**src/rtl/hc_sequencer.sv**
```systemverilog
// ============================================================================
// Module   : hc_sequencer
// Brief    : Control sequencer for a table-based stream cipher core
//            (key/IV load, table expansion, mixing, per-word keystream gen).
// Revision : 1.0
// ============================================================================
`timescale 1ns/1ps
`default_nettype none

module hc_sequencer #(
  parameter int DP_LAT = 1
) (
  input  logic        clk,
  input  logic        reset,
  input  logic        init,
  input  logic        next,
  output logic        ready,
  output logic        ks_valid,
  output logic        dp_load,
  output logic        dp_expand,
  output logic        dp_step,
  output logic        dp_init_mode,
  output logic [10:0] dp_idx
);

  localparam logic [2:0] C_IDLE   = 3'd0;
  localparam logic [2:0] C_LOAD   = 3'd1;
  localparam logic [2:0] C_EXPAND = 3'd2;
  localparam logic [2:0] C_MIX    = 3'd3;
  localparam logic [2:0] C_READY  = 3'd4;
  localparam logic [2:0] C_GEN    = 3'd5;
  localparam logic [2:0] C_WAIT   = 3'd6;

  localparam logic [10:0] C_EXP_FIRST = 11'd16;
  localparam logic [10:0] C_EXP_LAST  = 11'd1279;
  localparam logic [10:0] C_MIX_LAST  = 11'd1023;
  localparam logic [10:0] C_WAIT_LAST = 11'(DP_LAT - 1);

  logic [2:0]  state_q, state_d;
  logic [10:0] cnt_q, cnt_d;
  logic [9:0]  ks_ctr_q, ks_ctr_d;
  logic        ks_valid_q, ks_valid_d;

  always_ff @(posedge clk) begin
    if (reset) begin
      state_q    <= C_IDLE;
      cnt_q      <= 11'd0;
      ks_ctr_q   <= 10'd0;
      ks_valid_q <= 1'b0;
    end else begin
      state_q    <= state_d;
      cnt_q      <= cnt_d;
      ks_ctr_q   <= ks_ctr_d;
      ks_valid_q <= ks_valid_d;
    end
  end

  // init has priority over next in READY; both are ignored while busy.
  always_comb begin
    state_d    = state_q;
    cnt_d      = cnt_q;
    ks_ctr_d   = ks_ctr_q;
    ks_valid_d = 1'b0;
    case (state_q)
      C_IDLE: begin
        if (init) begin
          state_d = C_LOAD;
          cnt_d   = 11'd0;
        end
      end
      C_LOAD: begin
        state_d = C_EXPAND;
        cnt_d   = C_EXP_FIRST;
      end
      C_EXPAND: begin
        if (cnt_q == C_EXP_LAST) begin
          state_d = C_MIX;
          cnt_d   = 11'd0;
        end else begin
          cnt_d = cnt_q + 11'd1;
        end
      end
      C_MIX: begin
        if (cnt_q == C_MIX_LAST) begin
          state_d  = C_READY;
          cnt_d    = 11'd0;
          ks_ctr_d = 10'd0;
        end else begin
          cnt_d = cnt_q + 11'd1;
        end
      end
      C_READY: begin
        if (init) begin
          state_d = C_LOAD;
          cnt_d   = 11'd0;
        end else if (next) begin
          state_d = C_GEN;
        end
      end
      C_GEN: begin
        ks_ctr_d = ks_ctr_q + 10'd1;
        if (DP_LAT == 1) begin
          state_d    = C_READY;
          ks_valid_d = 1'b1;
        end else begin
          state_d = C_WAIT;
          cnt_d   = 11'd1;
        end
      end
      C_WAIT: begin
        if (cnt_q == C_WAIT_LAST) begin
          state_d    = C_READY;
          cnt_d      = 11'd0;
          ks_valid_d = 1'b1;
        end else begin
          cnt_d = cnt_q + 11'd1;
        end
      end
      default: begin
        state_d = C_IDLE;
        cnt_d   = 11'd0;
      end
    endcase
  end

  always_comb begin
    ready        = 1'b0;
    ks_valid     = ks_valid_q;
    dp_load      = 1'b0;
    dp_expand    = 1'b0;
    dp_step      = 1'b0;
    dp_init_mode = 1'b0;
    dp_idx       = 11'd0;
    case (state_q)
      C_LOAD: begin
        dp_load = 1'b1;
      end
      C_EXPAND: begin
        dp_expand = 1'b1;
        dp_idx    = cnt_q;
      end
      C_MIX: begin
        dp_step      = 1'b1;
        dp_init_mode = 1'b1;
        dp_idx       = {1'b0, cnt_q[9:0]};
      end
      C_READY: begin
        ready = 1'b1;
      end
      C_GEN: begin
        dp_step = 1'b1;
        dp_idx  = {1'b0, ks_ctr_q};
      end
      default: begin
        ready = 1'b0;
      end
    endcase
  end

endmodule

`default_nettype wire

```
**config.mk**
```make
export PLATFORM = sky130hd
export DESIGN_NAME = hc_sequencer
export DESIGN_NICKNAME = d
export VERILOG_FILES = /design/src/rtl/hc_sequencer.sv
export SDC_FILE = /design/constraint.sdc
export NUM_CORES = 1
export LEC_CHECK = 0
export CAP_MARGIN = 10
export CORE_ASPECT_RATIO = 0.7
export CORE_MARGIN = 1
export CORE_UTILIZATION = 55
export CTS_CLUSTER_SIZE = 20
export DETAILED_ROUTE_END_ITERATION = 10
export PLACE_DENSITY_LB_ADDON = 0.12
export SLEW_MARGIN = 30
export SYNTH_ARGS = -nofsm -noshare
export SYNTH_HDL_FRONTEND = slang
export SYNTH_SLANG_ARGS = --single-unit
export TNS_END_PERCENT = 5
```
**constraint.sdc**
```tcl
create_clock -name clk -period 2.73 [get_ports clk]
set_input_delay 0.4095 -clock clk [delete_from_list [all_inputs] [get_ports clk]]
set_output_delay 0.4095 -clock clk [all_outputs]
set_load 0.02 [all_outputs]
```
; ---- Word-level counts from Yosys, hierarchy flattened
; Cells that the tools add are included.
[op_classes]
n_addsub = 2
n_eq_ne = 14
muxes = 22
n_bitwise = 1
n_reduce_logical = 8
[op_table]
columns = op, n
row1 = $pmux 11 s6, 1
row2 = $mux 11, 4
row3 = $pmux 11 s3, 1
row4 = $pmux 3 s7, 1
row5 = $pmux 10 s2, 1
row6 = $mux 3, 6
row7 = $add 11x1->11 const B, 1
row8 = $eq 11x10->1 const B, 1
row9 = $eq 11x11->1 const B, 1
row10 = $logic_not 11->1, 1
row11 = $add 10x1->10 const B, 1
row12 = $mux 10, 1
row13 = $eq 3x3->1 const B, 3
row14 = $ne 2x2->1 const B, 4
row15 = $eq 3x2->1 const B, 2
row16 = $mux 1, 6
row17 = $reduce_and 5->1, 1
row18 = $reduce_and 2->1, 2
row19 = $reduce_or 2->1, 2
row20 = $eq 3x1->1 const B, 1
row21 = $logic_not 3->1, 1
row22 = $ne 3x3->1 const B, 1
row23 = $ne 2x1->1 const B, 1
row24 = $pmux 1 s2, 1
row25 = other kinds (2), 2
[word_totals]
ff_bits = 25
in_bits = 4
out_inout_bits = 17

; ---- Depth between registers and ports, before layout
[depth]
depth_word = 4
depth_mapped = 7
mapped_depth_nobuf = 7

; ---- Worst setup path after synthesis
; OpenSTA, ideal clock, no wires.
[synth_path]
kind = reg2out
start = register state_q[0]
end = output port dp_idx[0]
arrival_ps = 1536
required_ps = 2321
setup_slack_ps = 785
path_stages_with_launch = 6
path_buffers = 2
cell_sequence = dfxtp_1 clkbuf_1 nor2b_1 and2_0 buf_2 a22o_1
[synth_between]
elab_chain_cells = 2
word_cells_on_any_way = 4
classes_between = eq/ne (3) / mux (1)
[synth_lines]
columns = item, line_no
row1 = start: declaration, 39  ; logic [2:0] state_q, state_d;
row2 = start signal: assignment, 51  ; state_q <= state_d;
row3 = $eq 3x3->1 / $eq 3x2->1 (equally long branches), 134  ; case (state_q)
row4 = $pmux 11 s3 *, 134
row5 = end: declaration, 23  ; output logic [10:0] dp_idx
; Every way passes the cells marked *; elsewhere a longest branch is shown, timed or not.

; ---- Final worst setup path
[layout_path]
start = register state_q[1]
end = output port dp_step
[layout_between]
elab_chain_cells = 3
word_cells_on_any_way = 4
classes_between = eq/ne (2) / mux (1) / reduce/logical (1)
[layout_lines]
columns = item, line_no
row1 = $eq 3x3->1 / $eq 3x2->1 (equally long branches), 134
row2 = $reduce_or 2->1 (no source line) *, n/a
row3 = $mux 1 *, 134
row4 = end: declaration, 21  ; output logic dp_step,
; Marked as above.

==> impl_metrics.json <==
{
  "fillers": 223,
  "ys_seq_area_frac": 0.3042,
  "ir_drop_mv": 0.3752,
  "min-delay-path-class": "flop to flop",
  "grt_pass1_wl_um": 6161,
  "ant_nets": 0,
  "top_usage_layer": "met2",
  "power_leakage_nw": 0.7033,
  "yosys.area.top_type": "dfxtp_1",
  "grt_max_degree": 21,
  "track_usage": 0.2655,
  "grt_pass1_vias": 1261,
  "synth_edf_count": 0,
  "r2r_slack_ns": 0.54,
  "antenna_found_initial": 0,
  "drtIter0Drc": 141,
  "ys_async_sr_fraction": 0,
  "synth_top_area_frac": 0.3042,
  "period_needed_ns": 2.542,
  "arrival_ns": 2.13,
  "relSlewSlack": 0.5658,
  "p_per_area_nw_per_um2": 553.9,
  "drv_cap": 0,
  "final_hold_viol_count": 0,
  "met1_usage": 0.3825,
  "wl_per_cell_um": 15.81,
  "cts_tree": "yes",
  "dp.final_hpwl_um": 2973,
  "critical_path_required_ns": 2.32,
  "ys_top_cells_by_area": "dfxtp_1, a22o_1, a21oi_1",
  "core.rowCount": 16,
  "min_from": "ks_ctr_q[9]",
  "cts.clk_slew.worst_paths_ns": 0.08,
  "cts_sinks": 25,
  "htree_num_levels": 1,
  "sw_frac_of_total": 0.3823,
  "route.detailed.drc": 0,
  "yosysWarnings": 0,
  "drive_gt1_frac": 0.1055,
  "startpoint_type": "flop",
  "synth-seq-cells": 25,
  "route.vias.total": 1628,
  "clock_path_buffers": 2,
  "period_share": 0.9312,
  "cts-root-buf": "clkbuf_8",
  "portBuffers": 20,
  "reg2reg_from": "cnt_q[0]",
  "ios": 21,
  "start_util": 0.5829,
  "place.gp.congestion": 0.8987,
  "post_cts_buffers": 0,
  "post-synth-top-count-cell": "dfxtp_1",
  "holdPathEnd": "ks_ctr_q[9]",
  "worstSkewPairLatency_ns": 0.27,
  "reg2reg_depth": 6,
  "cts_resized": 0,
  "fin_setup_tns_ns": 0,
  "crit_type": "flop to primary output",
  "clkPwrFrac": 0.210,
  "synthCells": 203,
  "synthFlopType": "dfxtp_1",
  "critical_path.endpoint_type": "primary output",
  "syn_area_per_cell_um2": 8.105,
  "stdcell_count": 254,
  "met2_usage": 0.4100,
  "synthTopCellsByCount": "dfxtp_1, nor2_1, a21oi_1, nand3_1, o21ai_0",
  "die_area_um2": 3218,
  "holdBufCountCts": 0,
  "cts_buffers": 3,
  "rsz0062_at_grt": "false",
  "r2r-end": "cnt_q[9]",
  "core_area_um2": 2823,
  "fp.dieH_um": 47.76,
  "worstHoldPathCells": 2,
  "netlist_area_um2": 1645,
  "wirelength_um": 4015,
  "ys_types": 54,
  "die_w_um": 67.37,
  "tightest_slew_ns": 0.6348,
  "power_w": 0.001049,
  "place_inst": 250,
  "timing.hold.ws_ns": 0.5088,
  "nets": 226,
  "switchingPower_w": 0.0004008,
  "grt_overflow": 0,
  "first_pass_iters": 4,
  "setup_violations": 0,
  "antenna_cells": 0,
  "synth_fp_nets": 210,
  "avgViaCountPerCell": 6.409,
  "use_met3": 0.05714,
  "p_seq_frac": 0.426,
  "fmax_ghz": 0.3934,
  "final_util": 0.6707,
  "crit_path_max_fanout": 12,
  "outcome": "complete, no violations",
  "finClkSkew_ns": 0.006908,
  "combPwrFrac": 0.364,
  "finalMaxSlewViolations": 0,
  "power.internal_w": 0.0006477,
  "syn_to_final_growth_pct": 15.06
}
[worst max-delay path, cell delays in order, from the launching register on]
cell	delay [ns]
dfxtp_1	0.59
nor2b_1	0.22
buf_4	0.20
nand2_1	0.13
nand2_1	0.11
clkdlybuf4s50_1	0.60
[area by class of cell]
class / instances / area (µm²) / share of cell area
tap: 36 / 45.04 / 0.02379
sequential: 25 / 500.5 / 0.2644
clock buffer: 3 / 41.29 / 0.02181
timing repair buffer: 25 / 237.7 / 0.1256
inverter: 7 / 26.28 / 0.01388
multi-input combinational: 157 / 1037 / 0.5479
clock inverter: 1 / 5.005 / 0.002644
[registers in the layout, summed over array words and instances, names as in the netlist]
| register | cells |
|---|---|
| ks_valid | 1 |
| state_q | 3 |
| ks_ctr_q | 10 |
| cnt_q | 11 |
[power groups by stage]
stage / sequential [W] / combinational, W / clock [W]
after floorplan: 0.000417 / 0.000296 / 0
after global placement: 0.000452 / 0.000364 / 0
after detailed placement: 0.000454 / 0.000374 / 0
after CTS: 0.000445 / 0.000377 / 0.000227
after global routing: 0.000453 / 0.000415 / 0.000245
final: 0.000446 / 0.000382 / 0.000221
[metal layers]
metal	share of wire	up-vias	wire length [µm]
li1	-	791	-
met3	0.096	4	385
met4	0.0042	0	17
met1	0.47	770	1881
met5	0	-	0
met2	0.43	63	1730
[kinds of logic after synthesis]
kind of cell | synth area share
buffers and inverters | 0.06540
xor gates and xnor gates | 0.005324
adders and majority gates | 0.02282
DFF | 0.3042
AOI/OAI and AO/OA | 0.2631
muxes | 0.006084
and+or+nand+nor | 0.3331
[cell usage in the layout (no fill, tap or decap), types with 8 or more instances in the layout]
cell type,n
dfxtp_1,25
clkdlybuf4s50_1,20
nor2_1,16
nand3_1,12
o21ai_0,12
a21oi_1,12
nand2_1,10
a22o_1,8
[stage by stage]
stage / instance area [µm²] / setup WS [ns]
2_1_floorplan: 1645 / 0.7847
3_3_place_gp: 1847 / 0.5143
3_5_place_dp: 1847 / 0.4751
4_1_cts: 1893 / 0.1817
5_1_grt: 1893 / 0.05355
6_report: 1893 / 0.1878
[worst max path at each step]
stage	from	end	slack [ns]	cells past startpoint
after floorplan	state_q[0]	dp_idx[0]	0.78	5
after global placement	state_q[1]	dp_step	0.51	5
after detailed placement	state_q[1]	dp_step	0.48	5
after CTS	state_q[1]	dp_step	0.18	5
after global routing	state_q[1]	dp_step	0.05	5
final	state_q[1]	dp_step	0.19	5
Power figures use the tool's default switching activity.
